## src/rtl/fetch_pkg.sv

```systemverilog
// Shared types and constants for the instruction fetch sequencer.
package fetch_pkg;

    localparam int INSTR_W  = 32;
    localparam int WORD_IDX_W = 30;  // byte address >> 2

    typedef enum logic [1:0] {
        ST_RUN   = 2'd0,
        ST_DRAIN = 2'd1,
        ST_DONE  = 2'd2
    } fetch_state_e;

    // One prefetch slot: the fetched word and the byte address it came from.
    typedef struct packed {
        logic [31:0]        pc;
        logic [INSTR_W-1:0] instr;
    } fetch_entry_t;

    function automatic logic [WORD_IDX_W-1:0] word_idx(input logic [31:0] pc);
        return pc[31:2];
    endfunction

endpackage

```

## src/rtl/instr_fetch_ctrl_if.sv

```systemverilog
// Fetch-side bus: instruction memory port, redirect input and decode handshake.
interface instr_fetch_ctrl_if;
    import fetch_pkg::*;

    logic [31:0]        imem_addr_o;
    logic [INSTR_W-1:0] imem_instr_i;
    logic               redirect_i;
    logic [31:0]        redirect_pc_i;
    logic               out_valid_o;
    logic               out_ready_i;
    logic [INSTR_W-1:0] out_instr_o;
    logic [31:0]        out_pc_o;
    logic               done_o;

    // Environment side: memory model plus decode/branch unit.
    modport master (
        input  imem_addr_o, out_valid_o, out_instr_o, out_pc_o, done_o,
        output imem_instr_i, redirect_i, redirect_pc_i, out_ready_i
    );

    // Fetch controller side.
    modport slave (
        output imem_addr_o, out_valid_o, out_instr_o, out_pc_o, done_o,
        input  imem_instr_i, redirect_i, redirect_pc_i, out_ready_i
    );

endinterface

```

## src/rtl/fetch_fifo.sv

```systemverilog
// Prefetch FIFO of {pc, instr} entries with synchronous flush.
module fetch_fifo
    import fetch_pkg::*;
#(
    parameter int DEPTH = 2
) (
    input  logic                     clk_i,
    input  logic                     rst_n,
    input  logic                     push_i,
    input  logic                     pop_i,
    input  logic                     flush_i,
    input  fetch_entry_t             din_i,
    output fetch_entry_t             head_o,
    output logic [$clog2(DEPTH):0]   count_o,
    output logic                     full_o,
    output logic                     empty_o
);
    localparam int PTR_W = $clog2(DEPTH);
    localparam int CNT_W = PTR_W + 1;

    fetch_entry_t       mem_q [DEPTH];
    fetch_entry_t       mem_d [DEPTH];
    logic [PTR_W-1:0]   wr_q, wr_d, rd_q, rd_d;
    logic [CNT_W-1:0]   cnt_q, cnt_d;

    assign count_o = cnt_q;
    assign empty_o = (cnt_q == '0);
    assign full_o  = (cnt_q == CNT_W'(DEPTH));
    // Head comes straight from storage flops; zero when nothing is held.
    assign head_o  = empty_o ? '0 : mem_q[rd_q];

    // Next-state: flush wins, otherwise independent push/pop with wrapping pointers.
    always_comb begin
        mem_d = mem_q;
        wr_d  = wr_q;
        rd_d  = rd_q;
        cnt_d = cnt_q;
        if (flush_i) begin
            wr_d  = '0;
            rd_d  = '0;
            cnt_d = '0;
        end else begin
            if (push_i) begin
                mem_d[wr_q] = din_i;
                wr_d        = wr_q + PTR_W'(1);
            end
            if (pop_i) begin
                rd_d = rd_q + PTR_W'(1);
            end
            cnt_d = cnt_q + CNT_W'(push_i) - CNT_W'(pop_i);
        end
    end

    // Storage, pointer and occupancy registers.
    always_ff @(posedge clk_i or negedge rst_n) begin
        if (!rst_n) begin
            for (int i = 0; i < DEPTH; i++) mem_q[i] <= '0;
            wr_q  <= '0;
            rd_q  <= '0;
            cnt_q <= '0;
        end else begin
            mem_q <= mem_d;
            wr_q  <= wr_d;
            rd_q  <= rd_d;
            cnt_q <= cnt_d;
        end
    end

endmodule

```

## src/rtl/instr_fetch_ctrl.sv

```systemverilog
// Fetch sequencer: owns the fetch PC, fills the prefetch FIFO from the
// combinational instruction memory, handles redirect and end-of-program.
module instr_fetch_ctrl
    import fetch_pkg::*;
#(
    parameter int          DEPTH      = 2,
    parameter int unsigned IMEM_WORDS = 21,
    parameter logic [31:0] RESET_PC   = 32'h0
) (
    input  logic               clk_i,
    input  logic               rst_n,
    instr_fetch_ctrl_if.slave  bus
);
    localparam int CNT_W = $clog2(DEPTH) + 1;

    function automatic logic pc_in_range(input logic [31:0] pc);
        return {2'b00, word_idx(pc)} < 32'(IMEM_WORDS);
    endfunction

    logic [31:0]      fetch_pc_q, fetch_pc_d;
    fetch_state_e     state_q, state_d;
    logic             in_range, push, pop, full, empty;
    logic [CNT_W-1:0] count, cnt_nxt;
    fetch_entry_t     head, din;

    assign in_range = pc_in_range(fetch_pc_q);
    assign din      = '{pc: fetch_pc_q, instr: bus.imem_instr_i};

    fetch_fifo #(.DEPTH(DEPTH)) u_fifo (
        .clk_i   (clk_i),
        .rst_n   (rst_n),
        .push_i  (push),
        .pop_i   (pop),
        .flush_i (bus.redirect_i),
        .din_i   (din),
        .head_o  (head),
        .count_o (count),
        .full_o  (full),
        .empty_o (empty)
    );

    assign bus.imem_addr_o = fetch_pc_q;
    assign bus.out_valid_o = ~empty;
    assign bus.out_instr_o = head.instr;
    assign bus.out_pc_o    = head.pc;
    assign bus.done_o      = (state_q == ST_DONE);

    // Push/pop, next fetch PC and next FSM state; state follows the PC and
    // occupancy that will hold after this edge.
    always_comb begin
        pop        = bus.out_valid_o & bus.out_ready_i & ~bus.redirect_i;
        push       = in_range & ~bus.redirect_i & (~full | pop);
        fetch_pc_d = fetch_pc_q;
        cnt_nxt    = count + CNT_W'(push) - CNT_W'(pop);
        if (bus.redirect_i) begin
            fetch_pc_d = {bus.redirect_pc_i[31:2], 2'b00};
            cnt_nxt    = '0;
        end else if (push) begin
            fetch_pc_d = fetch_pc_q + 32'd4;
        end
        if (pc_in_range(fetch_pc_d))
            state_d = ST_RUN;
        else if (cnt_nxt != '0)
            state_d = ST_DRAIN;
        else
            state_d = ST_DONE;
    end

    // Fetch PC and FSM state registers.
    always_ff @(posedge clk_i or negedge rst_n) begin
        if (!rst_n) begin
            fetch_pc_q <= RESET_PC;
            state_q    <= pc_in_range(RESET_PC) ? ST_RUN : ST_DONE;
        end else begin
            fetch_pc_q <= fetch_pc_d;
            state_q    <= state_d;
        end
    end

endmodule

```

## src/flat_wrapper.sv

```systemverilog
// flat-port wrapper written by rule: the top's interface ports become plain ports
module instr_fetch_ctrl_flat import fetch_pkg::*;
#(
    parameter int          DEPTH      = 2,
    parameter int unsigned IMEM_WORDS = 21,
    parameter logic [31:0] RESET_PC   = 32'h0
)
  (clk_i, rst_n, bus_imem_addr_o, bus_out_valid_o, bus_out_instr_o, bus_out_pc_o, bus_done_o, bus_imem_instr_i, bus_redirect_i, bus_redirect_pc_i, bus_out_ready_i);
  instr_fetch_ctrl_if bus_i ();
  input  logic clk_i;
  input  logic rst_n;
  output wire logic [$bits(bus_i.imem_addr_o)-1:0] bus_imem_addr_o;
  output wire logic [$bits(bus_i.out_valid_o)-1:0] bus_out_valid_o;
  output wire logic [$bits(bus_i.out_instr_o)-1:0] bus_out_instr_o;
  output wire logic [$bits(bus_i.out_pc_o)-1:0] bus_out_pc_o;
  output wire logic [$bits(bus_i.done_o)-1:0] bus_done_o;
  input wire logic [$bits(bus_i.imem_instr_i)-1:0] bus_imem_instr_i;
  input wire logic [$bits(bus_i.redirect_i)-1:0] bus_redirect_i;
  input wire logic [$bits(bus_i.redirect_pc_i)-1:0] bus_redirect_pc_i;
  input wire logic [$bits(bus_i.out_ready_i)-1:0] bus_out_ready_i;
  assign bus_imem_addr_o = bus_i.imem_addr_o;
  assign bus_out_valid_o = bus_i.out_valid_o;
  assign bus_out_instr_o = bus_i.out_instr_o;
  assign bus_out_pc_o = bus_i.out_pc_o;
  assign bus_done_o = bus_i.done_o;
  assign bus_i.imem_instr_i = bus_imem_instr_i;
  assign bus_i.redirect_i = bus_redirect_i;
  assign bus_i.redirect_pc_i = bus_redirect_pc_i;
  assign bus_i.out_ready_i = bus_out_ready_i;
  instr_fetch_ctrl #(.DEPTH(DEPTH), .IMEM_WORDS(IMEM_WORDS), .RESET_PC(RESET_PC)) u_core (.clk_i(clk_i), .rst_n(rst_n), .bus(bus_i));
endmodule
```

## config.mk

```make
export PLATFORM = sky130hd
export DESIGN_NAME = instr_fetch_ctrl_flat
export DESIGN_NICKNAME = d
export VERILOG_FILES = /design/src/rtl/fetch_pkg.sv /design/src/rtl/instr_fetch_ctrl_if.sv /design/src/rtl/fetch_fifo.sv /design/src/rtl/instr_fetch_ctrl.sv /design/src/flat_wrapper.sv
export SDC_FILE = /design/constraint.sdc
export NUM_CORES = 1
export LEC_CHECK = 0
export BUFFER_PORTS_ARGS = -buffer_cell sky130_fd_sc_hd__buf_2
export CORE_MARGIN = 4
export CORE_UTILIZATION = 58
export DETAILED_ROUTE_END_ITERATION = 10
export GPL_TIMING_DRIVEN = 0
export PLACE_DENSITY_LB_ADDON = 0.25
export SLEW_MARGIN = 5
export SYNTH_ARGS = -nofsm -noshare
export SYNTH_HDL_FRONTEND = slang
export SYNTH_SLANG_ARGS = --single-unit
```

## constraint.sdc

```tcl
create_clock -name clk_i -period 3.5 [get_ports clk_i]
set_clock_uncertainty 0.1 [all_clocks]
set_input_delay 0.875 -clock clk_i [delete_from_list [all_inputs] [get_ports clk_i]]
set_output_delay 0.875 -clock clk_i [all_outputs]
set_load 0.05 [all_outputs]
```

Yosys cells after proc, flatten, opt, wreduce, memory -nomap -nowiden
Index checks and enable logic that the tools add are counted.
{"block": "classes", "reduce_logical": 6, "eq_ne": 2, "mux": 16, "n_addsub": 5, "n_lt_le_gt_ge": 5, "n_bitwise": 10}
{"cell": "2-to-1 mux 64 bit", "n": 5}
{"cell": "bitwise mux 128 bit", "n": 1}
{"cell": "demux 64 bit (select 1 bit)", "n": 1}
{"cell": "2-to-1 mux 32 bit", "n": 2}
{"cell": "less-than comparator 30 x 5 -> 1 bit (second input constant)", "n": 2}
{"cell": "adder 32 x 3 -> 32 bit (second input constant)", "n": 1}
{"cell": "2-to-1 mux 2 bit", "n": 3}
{"cell": "nonzero test 2 bit", "n": 3}
{"cell": "bitwise AND 1 bit", "n": 4}
{"cell": "equality test 2 bit (second input constant)", "n": 2}
{"cell": "greater-or-equal comparator 2 bit (second input constant)", "n": 2}
{"cell": "2-to-1 mux 1 bit", "n": 4}
{"cell": "NOT 1 -> 2 bit", "n": 2}
{"cell": "NOT 1 bit", "n": 3}
{"cell": "adder 1 bit (second input constant)", "n": 2}
{"cell": "adder 2 x 1 -> 2 bit", "n": 1}
{"cell": "logical NOT 2 bit", "n": 1}
{"cell": "less-than comparator 2 x 1 -> 1 bit (second input constant)", "n": 1}
{"cell": "AND reduction 2 bit", "n": 1}
{"cell": "subtractor 2 x 1 -> 2 bit", "n": 1}
{"cell": "logical AND 1 bit", "n": 1}
{"cell": "bitwise OR 1 bit", "n": 1}
{"block": "totals", "output_inout_bits": 98, "elab_cells": 54, "register_bits": 166}

Longest topological paths before layout
Gate-level depths: netlist of run 1.
{"block": "depth", "depth_word": 12, "depth_mapped": 12, "depth_no_buf": 12}

Modules after synthesis
From an unflattened synthesis of run 1, not the netlist that was laid out.
{"block": "hier_totals", "hier_cells": 581, "area_unflattened_um2": 8001.4}
{"module": "fetch_fifo", "seq_area_each_um2": 3303.2, "area_each_um2": 6258.5, "cells_each": 431, "n_inst": 1}
{"module": "instr_fetch_ctrl", "seq_area_each_um2": 800.8, "area_each_um2": 1742.9, "cells_each": 150, "n_inst": 1}

Worst setup path before layout of run 1
Ideal clock, no wire load.
{"block": "synth_path", "path_type": "input to register", "from": "input port bus_redirect_i", "to": "register u_core.state_q[0]", "cell_stages": 11, "path_buffers": 4, "path_slack_ps": 569, "t_arrival_ps": 2745, "t_required_ps": 3314, "path_cell_list": "buf_6 > buf_2 > buf_2 > buf_1 > nor2_1 > ha_1 > inv_1 > ha_1 > nor2b_1 > nor2_1 > nor3_1"}
{"block": "synth_via", "elab_chain_cells": 10, "elab_cells_between_ends": 14, "cone_classes": "add/sub (2); order compare (1); mux (5); bitwise (5); reduce/logical (1)"}
{"item": "from (decl)", "line": "flat_wrapper.sv:18", "text": "input wire logic [$bits(bus_i.redirect_i)-1:0] bus_redirect_i;"}
{"item": "NOT 1 bit (no line)"}
{"item": "bitwise AND 1 bit", "line": "instr_fetch_ctrl.sv:51", "text": "pop = bus.out_valid_o & bus.out_ready_i & ~bus.redirect_i;"}
{"item": "bitwise OR 1 bit", "line": "instr_fetch_ctrl.sv:52", "text": "push = in_range & ~bus.redirect_i & (~full | pop);"}
{"item": "bitwise AND 1 bit", "line": "instr_fetch_ctrl.sv:52"}
{"item": "adder 2 x 1 -> 2 bit", "line": "instr_fetch_ctrl.sv:54", "text": "cnt_nxt = count + CNT_W'(push) - CNT_W'(pop);"}
{"item": "subtractor 2 x 1 -> 2 bit", "line": "instr_fetch_ctrl.sv:54"}
{"item": "2-to-1 mux 2 bit (*)", "line": "instr_fetch_ctrl.sv:55", "text": "if (bus.redirect_i) begin"}
{"item": "net u_core.cnt_nxt[0]", "line": "instr_fetch_ctrl.sv:23", "text": "logic [CNT_W-1:0] count, cnt_nxt;"}
{"item": "nonzero test 2 bit (*)", "line": "instr_fetch_ctrl.sv:63", "text": "else if (cnt_nxt != '0)"}
{"item": "2-to-1 mux 2 bit (*)", "line": "instr_fetch_ctrl.sv:63"}
{"item": "2-to-1 mux 2 bit (*)", "line": "instr_fetch_ctrl.sv:61", "text": "if (pc_in_range(fetch_pc_d))"}
{"item": "net u_core.state_d[0]", "line": "instr_fetch_ctrl.sv:21", "text": "fetch_state_e state_q, state_d;"}
{"item": "to (signal assigned)", "line": "instr_fetch_ctrl.sv:73", "text": "state_q <= pc_in_range(RESET_PC) ? ST_RUN : ST_DONE;"}
{"item": "to (signal assigned)", "line": "instr_fetch_ctrl.sv:76", "text": "state_q <= state_d;"}
{"item": "to (decl)", "line": "instr_fetch_ctrl.sv:21"}
Mark *: on every way through the listed nets, which the timed path passes. The rest lies on a longest branch. The select of a mux whose other input is x is not followed.
A chain may end at the register's enable or synchronous reset.

Worst setup path in the final report of run 1
{"block": "layout_path", "from": "register u_core.u_fifo.rd_q", "to": "output port bus_out_instr_o[1]"}
{"block": "layout_via", "elab_chain_cells": 5}
{"item": "from (decl)", "line": "fetch_fifo.sv:23", "text": "logic [PTR_W-1:0] wr_q, wr_d, rd_q, rd_d;"}
{"item": "from (signal assigned)", "line": "fetch_fifo.sv:64", "text": "rd_q <= rd_d;"}
{"item": "NOT 1 -> 2 bit (not written as such)", "line": "fetch_fifo.sv:30", "text": "assign head_o = empty_o ? '0 : mem_q[rd_q];"}
{"item": "2-to-1 mux 64 bit (not written as such) (3 in series)", "line": "fetch_fifo.sv:30"}
{"item": "2-to-1 mux 64 bit", "line": "fetch_fifo.sv:30"}
{"item": "to (decl)", "line": "flat_wrapper.sv:14", "text": "output wire logic [$bits(bus_i.out_instr_o)-1:0] bus_out_instr_o;"}
No other way between the ends. The select of a mux whose other input is x is not followed.

==> reports/results.md, run 1 <==
| Result | Value | Unit |
|---|---|---|
| Fin Setup TNS | 0 | ps |
| Boundary pin count | 166 | - |
| Largest cells by area after synthesis | sky130_fd_sc_hd__dfrtp_1, sky130_fd_sc_hd__mux2_2, sky130_fd_sc_hd__mux2i_1, sky130_fd_sc_hd__nor2_1, sky130_fd_sc_hd__nor2b_1 | - |
| Vertical die dimension | 118.2 | µm |
| Predominant post-synthesis flop cell | sky130_fd_sc_hd__dfrtp_1 | - |
| Number of H-tree levels | 4 | - |
| Total global routing track utilization | 23.46 | % |
| Fmax achieved | 0.3068 | GHz |
| Commonest cells after routing, fill and taps aside | sky130_fd_sc_hd__buf_2, sky130_fd_sc_hd__dfrtp_1, sky130_fd_sc_hd__mux2_2 | - |
| Number of post-CTS setup repair buffers | 0 | - |
| Clock tree from TritonCTS | done | - |
| Total placed instance area | 8054 | µm² |
| Crit path launch | u_core.u_fifo.rd_q$_DFFE_PN0P_ | - |
| Via count of the routed design | 4866 | - |
| Dominant cell type by area after synthesis | sky130_fd_sc_hd__dfrtp_1 | - |
| Crit path DAT | 2280 | ps |
| Shortest period the worst path allows | 3260 | ps |
| Site row count | 39 | - |
| HPWL after detailed placement | 11060 | µm |
| Number of maximum-capacitance constraint violations | 0 | - |
| ANT cells | 0 | - |
| CTS sink cnt | 160 | - |
| Port Buf Inserts | 158 | - |
| Routed wire length | 15860 | µm |
| Flop-to-flop setup slack | 500 | ps |
| Critical R2R Capture | u_core.state_q[0]$_DFF_PN0_ | - |
| Initial standard-cell utilization of the core | 60.36 | % |
| Max Slew Vio Count | 0 | - |
| Root cell of the clock tree | sky130_fd_sc_hd__clkbuf_16 | - |
| Final critical-path share of the clock period | 93.13 | % |
| Worst setup slack before clock tree synthesis | 145.7 | ps |
| Pin slew with the least headroom to its limit | 627.7 | ps |
| First-pass GRT wire length | 26300 | µm |
| Largest buffer count on any clock path | 2 | - |
| Worst Hold Class | in -> async | - |
| Number of flops mapped to enable cells by yosys | 0 | - |
| Critical path endpoint category | output pin | - |
| Final setup violation count | 0 | - |
| Number of vias per cell after detailed routing | 5.486 | - |
| Number of global-route vias before repair | 5355 | - |
| Placeable core area | 11660 | µm² |
| X dimension of the die | 118.2 | µm |
| Util after Layout | 74.62 | % |
| Final hold viol count | 0 | - |
| First drt pass iteration count | 5 | - |
| RSZ-0062 raised after global routing | no | - |
| Nets@finish | 803 | - |
| Yosys cell types | 45 | - |
| Minimum hold slack | 324.9 | ps |
| Clock insertion delay at the later pin of the skew report | 420 | ps |
| Overflow left after global routing | 0 | - |
| Post-detailed-route count of antenna-violating nets | 0 | - |
| Share of Yosys cell area claimed by the top area cell type | 56.88 | % |
| Warning count from the yosys run | 0 | - |
| Power density cells | 487.8 | nW/µm² |
| Synthesis-stage register bit count | 160 | - |
| Smallest setup slack after layout | 240.5 | ps |
| Critical Path Source Type | flop | - |
| Avg Synthesized Cell Area | 12.80 | µm² |
| Tightest slew margin relative to the limit | 58.15 | % |
| Number of antenna violations at the first check in global routing | 0 | - |
| Max Fanout on Critical Path | 10 | - |
| Result of the run | completed | - |
| Origin of the critical flop-to-flop path | u_core.bus.imem_addr_o[22]$_DFF_PN0_ | - |
| Synthesized instance count | 550 | - |
| Routability cong. | 0.8946 | - |
| Die outline area | 13960 | µm² |
| Average wire per standard cell | 17.88 | µm |
| Initial DRC Count | 238 | - |
| Largest net degree at the start of global routing | 101 | - |
| Sequential share of the synthesized area | 56.88 | % |
| Area overhead of the layout relative to synthesis | 23.62 | % |
| Startpoint-to-endpoint class of the critical path | reg -> out | - |
| Static leakage | 4.296 | nW |
| Depth of the most critical reg-to-reg path | 10 | - |
| Post-route DRC violation count | 0 | - |
| Number of buffers created by CTS | 17 | - |
| Post-route cell area | 8702 | µm² |
| Clock transition at the registers of the reported paths | 60 | ps |
| Synthesized cell area | 7039 | µm² |
| Required time of the worst setup path | 2520 | ps |
| Synth async-reset ratio | 100.0 | % |
| Share of final-layout standard cells stronger than drive strength 1 | 42.47 | % |
| Peak supply drop | 405.9 | µV |
[critical path, stage by stage, from the launching register on]
cell                       delay [ps]
sky130_fd_sc_hd__dfrtp_1          320
sky130_fd_sc_hd__clkbuf_1         470
sky130_fd_sc_hd__clkbuf_2         440
sky130_fd_sc_hd__mux2i_1          300
sky130_fd_sc_hd__nor2_1            90
sky130_fd_sc_hd__buf_2            240
[registers in the layout, summed over array words and instances, names as in the netlist]
signal / count
u_core.u_fifo.mem_q: 124
u_core.bus.imem_addr_o: 30
u_core.state_q: 2
u_core.u_fifo.count_o: 2
u_core.u_fifo.rd_q: 1
u_core.u_fifo.wr_q: 1
[per-stage QoR]
stage	instances	total power, mW
2_1_floorplan	553	2.169
3_3_place_gp	854	2.302
3_5_place_dp	855	2.317
4_1_cts	887	4.281
5_1_grt	887	4.394
6_report	887	4.245
[cell families after synthesis]
| kind of cell | Yosys count | synth area share (%) |
|---|---|---|
| flops | 160 | 56.88 |
| other cells | 1 | 0.05327 |
| xor+xnor | 3 | 0.3733 |
| fa+ha+maj | 4 | 0.7110 |
| buf+inv | 41 | 2.755 |
| mux | 160 | 24.48 |
| compound gates | 19 | 2.346 |
| simple gates | 162 | 12.41 |
[how the worst max path moves through the flow]
stage,end,slack (ps),cells past startpoint
2_1_floorplan,u_core.state_q[0]$_DFF_PN0_,570,11
3_3_place_gp,u_core.u_fifo.mem_q[19]$_DFFE_PN0P_,-730,1
3_5_place_dp,u_core.state_q[0]$_DFF_PN0_,150,11
4_1_cts,bus_out_pc_o[19],8,5
5_1_grt,bus_out_instr_o[1],100,5
6_report,bus_out_instr_o[1],240,5
[where the power goes]
group          switching (mW)  total, mW  internal [mW]
Clock                   0.730       1.96           1.23
Combinational           0.251      0.355          0.104
Sequential             0.0423       1.93           1.88
[timing repair]
| action | 4_1_cts | 5_1_grt |
|---|---|---|
| hold buffers | 0 | 0 |
| gates resized for setup | 2 | 7 |
| cloned | 0 | 0 |
| setup endpoints to repair | 2 | 41 |
[Yosys cell counts (all sizes together) (2+ instances only)]
library cell	n
a21o	2
nor2b	31
o21ai	3
nand2b	2
ha	4
mux2i	63
nand2	5
buf	15
o41ai	2
clkbuf	20
inv	6
nand4	4
xor2	2
nor4	12
dfrtp	160
mux2	97
a31oi	2
nand3	3
and2	26
nor2	71
nor3	3
[metal layers]
metal / GRT usage, % / up-vias / routed length (µm)
met5: 0 / - / 0
met4: 8.718 / 0 / 246
met3: 7.020 / 20 / 929
met2: 38.87 / 147 / 7963
met1: 29.31 / 2451 / 6716
li1: - / 2248 / -
[cell type report]
cell class                 instances  area [µm²]
sequential                       160        4004
fill                             775        2960
multi-input combinational        352        2855
timing repair buffer             159       824.5
clock buffer                      19       452.9
clock inverter                    13       185.2
buffer                            35       178.9
tap                              143       178.9
inverter                           6       22.52
Note: power is estimated with default switching activity, not from simulation.
==> run 2, diff against run 1 <==
Settings changed: RECOVER_POWER set to 50.
==> run 2 against run 1 <==
Effect of this change:
- the run now ends with max-capacitance violations, max-slew violations left
- critical path type unchanged
- clock power about the same
- sequential power about the same
- highest routed layer unchanged
- count of clock-buffer cells in the layout is the same
- die area is the same
- hold slack better by 56 ps
==> reports/results.md, run 2 (synthesis results as in run 1) <==
| Result | Value | Unit |
|---|---|---|
| Vertical die dimension | 118.2 | µm |
| Util after Layout | 74.37 | % |
| Critical R2R Capture | u_core.state_q[0]$_DFF_PN0_ | - |
| Clock tree from TritonCTS | done | - |
| RSZ-0062 raised after global routing | no | - |
| Site row count | 39 | - |
| Count of buffering cells on the critical path with inverters included | 3 | - |
| Top reg by flops | u_core.u_fifo.mem_q | - |
| First-pass GRT wire length | 26300 | µm |
| Final hold viol count | 0 | - |
| Total global routing track utilization | 23.46 | % |
| Number of standard cells in the layout, taps in and fillers out | 887 | - |
| Final total power | 4.232 | mW |
| Net Sw Power | 1.023 | mW |
| Max Fanout on Critical Path | 10 | - |
| Nets@finish | 803 | - |
| Pin slew with the least headroom to its limit | 1505 | ps |
| Shortest period the worst path allows | 3268 | ps |
| Number of placed instances, taps included | 855 | - |
| Flop-to-flop setup slack | 480 | ps |
| Largest register FFs | 124 | - |
| Required time of the worst setup path | 2520 | ps |
| Share of power burned in registers | 45.6 | % |
| Final critical-path share of the clock period | 93.36 | % |
| Boundary pin count | 166 | - |
| CTS sink cnt | 160 | - |
| HPWL after detailed placement | 11060 | µm |
| Fin Setup TNS | 0 | ps |
| Worst hold path cell count | 1 | - |
| Average wire per standard cell | 17.92 | µm |
| Worst Hold Class | reg -> reg | - |
| Share of final-layout standard cells stronger than drive strength 1 | 36.96 | % |
| Via count of the routed design | 4900 | - |
| Portion of total power attributed to the clock network | 46.3 | % |
| Largest net degree at the start of global routing | 101 | - |
| Routed wire length | 15900 | µm |
| Root cell of the clock tree | sky130_fd_sc_hd__clkbuf_16 | - |
| Number of maximum-capacitance constraint violations | 1 | - |
| Final setup violation count | 0 | - |
| Clock transition at the registers of the reported paths | 60 | ps |
| Result of the run | complete, but fails checks | - |
| Start point of the worst min-delay path | u_core.u_fifo.mem_q[47]$_DFFE_PN0P_ | - |
| Overflow left after global routing | 0 | - |
| Origin of the critical flop-to-flop path | u_core.bus.imem_addr_o[22]$_DFF_PN0_ | - |
| First drt pass iteration count | 4 | - |
| Family with the most delay on the worst path | buffers and inverters | - |
| Worst-case hold path end point | u_core.u_fifo.mem_q[47]$_DFFE_PN0P_ | - |
| Tightest slew margin relative to the limit | -0.3191 | % |
| Depth of the most critical reg-to-reg path | 10 | - |
| Power density cells | 487.9 | nW/µm² |
| Minimum hold slack | 380.9 | ps |
| CP max stage cell | sky130_fd_sc_hd__clkbuf_1 | - |
| Die outline area | 13960 | µm² |
| Commonest cells after routing, fill and taps aside | sky130_fd_sc_hd__dfrtp_1, sky130_fd_sc_hd__buf_2, sky130_fd_sc_hd__mux2_2 | - |
| Max Slew Vio Count | 60 | - |
| Internal power | 3.208 | mW |
| Crit path DAT | 2290 | ps |
| Most common library cell in the layout ignoring fill and taps | sky130_fd_sc_hd__dfrtp_1 | - |
| Number of buffers created by CTS | 17 | - |
| Worst path max stage delay | 480 | ps |
| Critical path endpoint category | output pin | - |
| Clock insertion delay at the later pin of the skew report | 420 | ps |
| Number of H-tree levels | 4 | - |
| Number of vias per cell after detailed routing | 5.524 | - |
| Switching share of power | 24.18 | % |
| Largest buffer count on any clock path | 2 | - |
| Area overhead of the layout relative to synthesis | 23.21 | % |
| Initial DRC Count | 273 | - |
| Critical Path Source Type | flop | - |
| Peak supply drop | 406.5 | µV |
| Initial standard-cell utilization of the core | 60.36 | % |
| Logic gate share of total power | 8.1 | % |
| Placeable core area | 11660 | µm² |
| Violations in the final reports | max-capacitance violations, max-slew violations | - |
| X dimension of the die | 118.2 | µm |
| Static leakage | 4.247 | nW |
| Number of antenna violations at the first check in global routing | 0 | - |
| Number of global-route vias before repair | 5355 | - |
| ANT cells | 0 | - |
| CP Depth | 5 | - |
| Startpoint-to-endpoint class of the critical path | reg -> out | - |
| Port Buf Inserts | 158 | - |
| Ordered list of cells on the worst path | clkbuf_1, clkbuf_2, mux2i_1, nor2_1, buf_2 | - |
| Routability cong. | 0.8946 | - |
| Post-route DRC violation count | 0 | - |
| Fmax achieved | 0.3060 | GHz |
| Post-detailed-route count of antenna-violating nets | 0 | - |
| Count of hold-fix buffers inserted at cts | 0 | - |
==> run 2: per-layer routing <==
layer | global-route usage (%) | part of all wire [%] | vias up
li1 | - | - | 2255
met4 | 8.718 | 1.8 | 0
met2 | 38.87 | 50 | 156
met3 | 7.020 | 5.9 | 26
met5 | 0 | 0 | -
met1 | 29.31 | 42 | 2463
==> run 2: timing repair <==
item,CTS,global route
cloned,0,0
setup endpoints to repair,2,41
gates resized for setup,2,7
setup buffers,0,0
==> run 2: power by group through the flow <==
stage / combinational, mW / sequential [mW] / clock, mW
5_1_grt: 0.366 / 1.93 / 2.08
4_1_cts: 0.358 / 1.93 / 2.00
3_3_place_gp: 0.345 / 1.96 / 0
3_5_place_dp: 0.357 / 1.96 / 0
6_report: 0.343 / 1.93 / 1.96
2_1_floorplan: 0.0938 / 2.08 / 0
==> run 2: worst max-delay path by stage <==
stage	endpoint	slack, ps	start
after global placement	u_core.u_fifo.mem_q[19]$_DFFE_PN0P_	-730	rst_n
after global routing	bus_out_instr_o[1]	100	u_core.u_fifo.rd_q$_DFFE_PN0P_
after detailed placement	u_core.state_q[0]$_DFF_PN0_	150	bus_redirect_i
final	bus_out_instr_o[1]	230	u_core.u_fifo.rd_q$_DFFE_PN0P_
after floorplan	u_core.state_q[0]$_DFF_PN0_	570	bus_redirect_i
after CTS	bus_out_pc_o[19]	8	u_core.u_fifo.rd_q$_DFFE_PN0P_
==> run 2: area by class of cell <==
cell class | count | area [µm²]
inverters | 6 | 22.52
fillers | 786 | 2989
clock inverters | 13 | 185.2
well taps | 143 | 178.9
clock buffers | 19 | 452.9
multi-input cells | 352 | 2855
plain buffers | 35 | 177.7
repair buffers | 159 | 797.0
flip-flops and latches | 160 | 4004
==> run 2: per-stage QoR <==
step / area [µm²] / setup slack [ps]
3_3_place_gp: 8020 / -727.4
3_5_place_dp: 8054 / 145.7
6_report: 8673 / 232.4
5_1_grt: 8673 / 98.47
2_1_floorplan: 7051 / 569.3
4_1_cts: 8695 / 8.487
==> run 3, diff against run 2 <==
Settings changed: ABC_AREA set to 1, CORE_MARGIN 4 to 10, MAX_ROUTING_LAYER set to met4.
==> run 3 against run 2 <==
Effect of this change:
- the run still ends with max-capacitance violations, max-slew violations left
- clock power decreased by 3%
- highest routed layer unchanged
- largest cell class unchanged
- design area up 0.19%
- non-clock buffer count increased by 15
- sequential share of layout area down 0.086 points
==> reports/results.md, run 3 <==
| Result | Value | Unit |
|---|---|---|
| Flop-to-flop setup slack | 860 | ps |
| Power density cells | 479.7 | nW/µm² |
| Critical Path Source Type | flop | - |
| Die outline area | 17070 | µm² |
| Crit path DAT | 2320 | ps |
| X dimension of the die | 130.6 | µm |
| Number of maximum-capacitance constraint violations | 1 | - |
| Largest cells by area after synthesis | sky130_fd_sc_hd__dfrtp_1, sky130_fd_sc_hd__nand2_1, sky130_fd_sc_hd__inv_1, sky130_fd_sc_hd__o21ai_0, sky130_fd_sc_hd__a21oi_1 | - |
| Number of flops mapped to enable cells by yosys | 0 | - |
| Final critical-path share of the clock period | 94.09 | % |
| Worst Hold Class | reg -> reg | - |
| Largest family of logic cells by synthesized area | simple AND/OR/NAND/NOR gates | - |
| Logic gate share of total power | 8.2 | % |
| Start point of the worst min-delay path | u_core.u_fifo.mem_q[63]$_DFFE_PN0P_ | - |
| Area overhead of the layout relative to synthesis | 22.38 | % |
| Filler cell count | 1003 | - |
| Site row count | 40 | - |
| First-pass GRT wire length | 30240 | µm |
| Clock transition at the registers of the reported paths | 60 | ps |
| Minimum hold slack | 362.4 | ps |
| Overflow left after global routing | 0 | - |
| Number of global-route vias before repair | 6265 | - |
| Dominant cell type by area after synthesis | sky130_fd_sc_hd__dfrtp_1 | - |
| Avg Synthesized Cell Area | 8.143 | µm² |
| Startpoint-to-endpoint class of the critical path | reg -> out | - |
| Top reg by flops | u_core.u_fifo.mem_q | - |
| Synthesis-stage register bit count | 160 | - |
| Placeable core area | 12010 | µm² |
| Origin of the critical flop-to-flop path | u_core.bus.imem_addr_o[2]$_DFF_PN0_ | - |
| Boundary pin count | 166 | - |
| Root cell of the clock tree | sky130_fd_sc_hd__clkbuf_16 | - |
| Number of antenna violations at the first check in global routing | 0 | - |
| Warning count from the yosys run | 0 | - |
| Average wire per standard cell | 15.40 | µm |
| First drt pass iteration count | 5 | - |
| Fmax achieved | 0.3037 | GHz |
| Shortest period the worst path allows | 3293 | ps |
| Top cells by instance count after synthesis | sky130_fd_sc_hd__nand2_1, sky130_fd_sc_hd__dfrtp_1, sky130_fd_sc_hd__inv_1 | - |
| Critical R2R Capture | u_core.state_q[1]$_DFF_PN0_ | - |
| Initial DRC Count | 563 | - |
| Required time of the worst setup path | 2520 | ps |
| Critical path endpoint category | output pin | - |
| Routed wire length | 18650 | µm |
| Result of the run | complete, but fails checks | - |
| HPWL after detailed placement | 12980 | µm |
| Clock insertion delay at the later pin of the skew report | 430 | ps |
| Largest register FFs | 124 | - |
| Depth of the most critical reg-to-reg path | 18 | - |
| Pin slew with the least headroom to its limit | 2494 | ps |
| Most common library cell in the layout ignoring fill and taps | sky130_fd_sc_hd__nand2_1 | - |
| Count of hold-fix buffers inserted at cts | 0 | - |
| Total global routing track utilization | 22.84 | % |
| Post-route DRC violation count | 0 | - |
| Synthesized cell area | 7101 | µm² |
| Routability cong. | 0.8404 | - |
| Worst hold path cell count | 2 | - |
| Synth async-reset ratio | 100.0 | % |
| Worst-case hold path end point | u_core.u_fifo.mem_q[63]$_DFFE_PN0P_ | - |
| Synth Area in Compound Gates | 10.89 | % |
| Max Fanout on Critical Path | 10 | - |
| Final total power | 4.169 | mW |
| CTS sink cnt | 160 | - |
| Max Slew Vio Count | 45 | - |
| Port Buf Inserts | 159 | - |
| Initial standard-cell utilization of the core | 59.11 | % |
| Clock tree from TritonCTS | done | - |
| Vertical die dimension | 130.6 | µm |
| Via count of the routed design | 6222 | - |
| Sequential share of the synthesized area | 56.39 | % |
| Number of H-tree levels | 4 | - |
| Tightest slew margin relative to the limit | -66.27 | % |
| Net Sw Power | 986.7 | µW |
| Adder-Cell Fraction of Synth Area | 0.7048 | % |
| Violations in the final reports | max-capacitance violations, max-slew violations | - |
| Predominant post-synthesis flop cell | sky130_fd_sc_hd__dfrtp_1 | - |
| Final setup violation count | 0 | - |
| Simple-gate portion of the synthesized area | 20.16 | % |
| Final hold viol count | 0 | - |
| ANT cells | 0 | - |
| Fraction of synthesized cell area in xor and xnor cells | 0.3700 | % |
| RSZ-0062 raised after global routing | no | - |
| Synthesized instance count | 872 | - |
| Share of power burned in registers | 45.8 | % |
| Share of final-layout standard cells stronger than drive strength 1 | 19.55 | % |
| Yosys cell types | 28 | - |
| Largest buffer count on any clock path | 2 | - |
| Number of vias per cell after detailed routing | 5.138 | - |
| Post-detailed-route count of antenna-violating nets | 0 | - |
| Internal power | 3.182 | mW |
| Switching share of power | 23.67 | % |
| Static leakage | 5.036 | nW |
| Share of Yosys cell area claimed by the top area cell type | 56.39 | % |
| Number of buffers created by CTS | 17 | - |
| Commonest cells after routing, fill and taps aside | sky130_fd_sc_hd__nand2_1, sky130_fd_sc_hd__dfrtp_1, sky130_fd_sc_hd__buf_2 | - |
| Most frequently used cell type in the post-synthesis netlist | sky130_fd_sc_hd__nand2_1 | - |
| Nets@finish | 1126 | - |
| Largest net degree at the start of global routing | 117 | - |
| Peak supply drop | 366.8 | µV |
| Multiplexer share of the synthesized area | 1.128 | % |
| Portion of total power attributed to the clock network | 45.9 | % |
run 3: cell count changes in the layout (fill, tap and decap cells not counted), sizes merged, moves of 3 or more:
cell / delta
nand2: +303
inv: +120
mux2: -97
o21ai: +85
a21oi: +65
mux2i: -55
nor2: -31
nor2b: -31
and2: -25
buf: +18
nor4: -6
nand3: +5
nand4: -3
nor3: -3
run 3: worst max-delay path by stage:
stage / startpoint / endpoint / cells past startpoint
4_1_cts: u_core.u_fifo.count_o[1]$_DFF_PN0_ / bus_out_instr_o[21] / 7
6_report: u_core.u_fifo.rd_q$_DFFE_PN0P_ / bus_out_pc_o[14] / 6
2_1_floorplan: u_core.u_fifo.count_o[1]$_DFF_PN0_ / bus_out_instr_o[28] / 6
3_5_place_dp: u_core.u_fifo.count_o[1]$_DFF_PN0_ / bus_out_instr_o[21] / 7
3_3_place_gp: rst_n / u_core.u_fifo.mem_q[51]$_DFFE_PN0P_ / 1
5_1_grt: u_core.u_fifo.rd_q$_DFFE_PN0P_ / bus_out_pc_o[30] / 6
run 3: what timing repair did:
item / 4_1_cts / 5_1_grt
gates resized for setup: 1 / 6
cloned: 0 / 0
buffers inserted: 0 / 0
endpoints found under the setup margin: 9 / 13
run 3: per-layer routing:
metal	GRT usage, %	share of wire, %
met1	27.68	43
met2	37.35	49
met3	4.633	6.2
met4	8.241	1.4
met5	-	0
run 3: area by class of cell:
type                       count  area, µm²  share of cell area [%]
sequential                   160       4004                   46.08
multi-input combinational    538       2366                   27.23
timing repair buffer         160      808.3                   9.302
inverter                     128      480.5                   5.529
clock buffer                  22      464.2                   5.342
buffer                        49      247.7                   2.851
tap                          147      183.9                   2.117
clock inverter                 7      135.1                   1.555
run 3: power groups by stage:
stage	Clock (mW)	Combinational [mW]	Sequential, mW
6_report	1.91	0.343	1.91
5_1_grt	2.01	0.373	1.92
4_1_cts	1.93	0.352	1.91
3_5_place_dp	0	0.350	1.94
3_3_place_gp	0	0.341	1.94
2_1_floorplan	0	0.0908	2.05
run 3: cells by family (layout without fill, tap and decap cells):
logic type      Yosys count  count (layout)
flops                   160             160
mux                       8               8
buf+inv                 177             366
other cells               1               4
compound gates          154             154
fa+ha+maj                 4               4
xor+xnor                  3               3
simple gates            365             365
run 3: worst max-delay path, stage by stage (launching register included):
cell	delay [ps]
sky130_fd_sc_hd__dfrtp_1	320
sky130_fd_sc_hd__clkbuf_1	400
sky130_fd_sc_hd__clkinv_1	390
sky130_fd_sc_hd__clkbuf_1	320
sky130_fd_sc_hd__nand2_1	130
sky130_fd_sc_hd__a21oi_1	90
sky130_fd_sc_hd__buf_2	240
run 3: through the flow:
stage	area, µm²	cells	worst slack, ps	utilization [%]	TNS, ps
after global routing	8690	1211	0.8082	72.34	0
after global placement	8092	1181	-951.7	67.36	-149630
after floorplan	7112	875	178.4	-	0
after detailed placement	8129	1182	448.8	67.68	0
after CTS	8731	1211	87.19	72.69	0
final	8690	1211	206.9	72.34	0
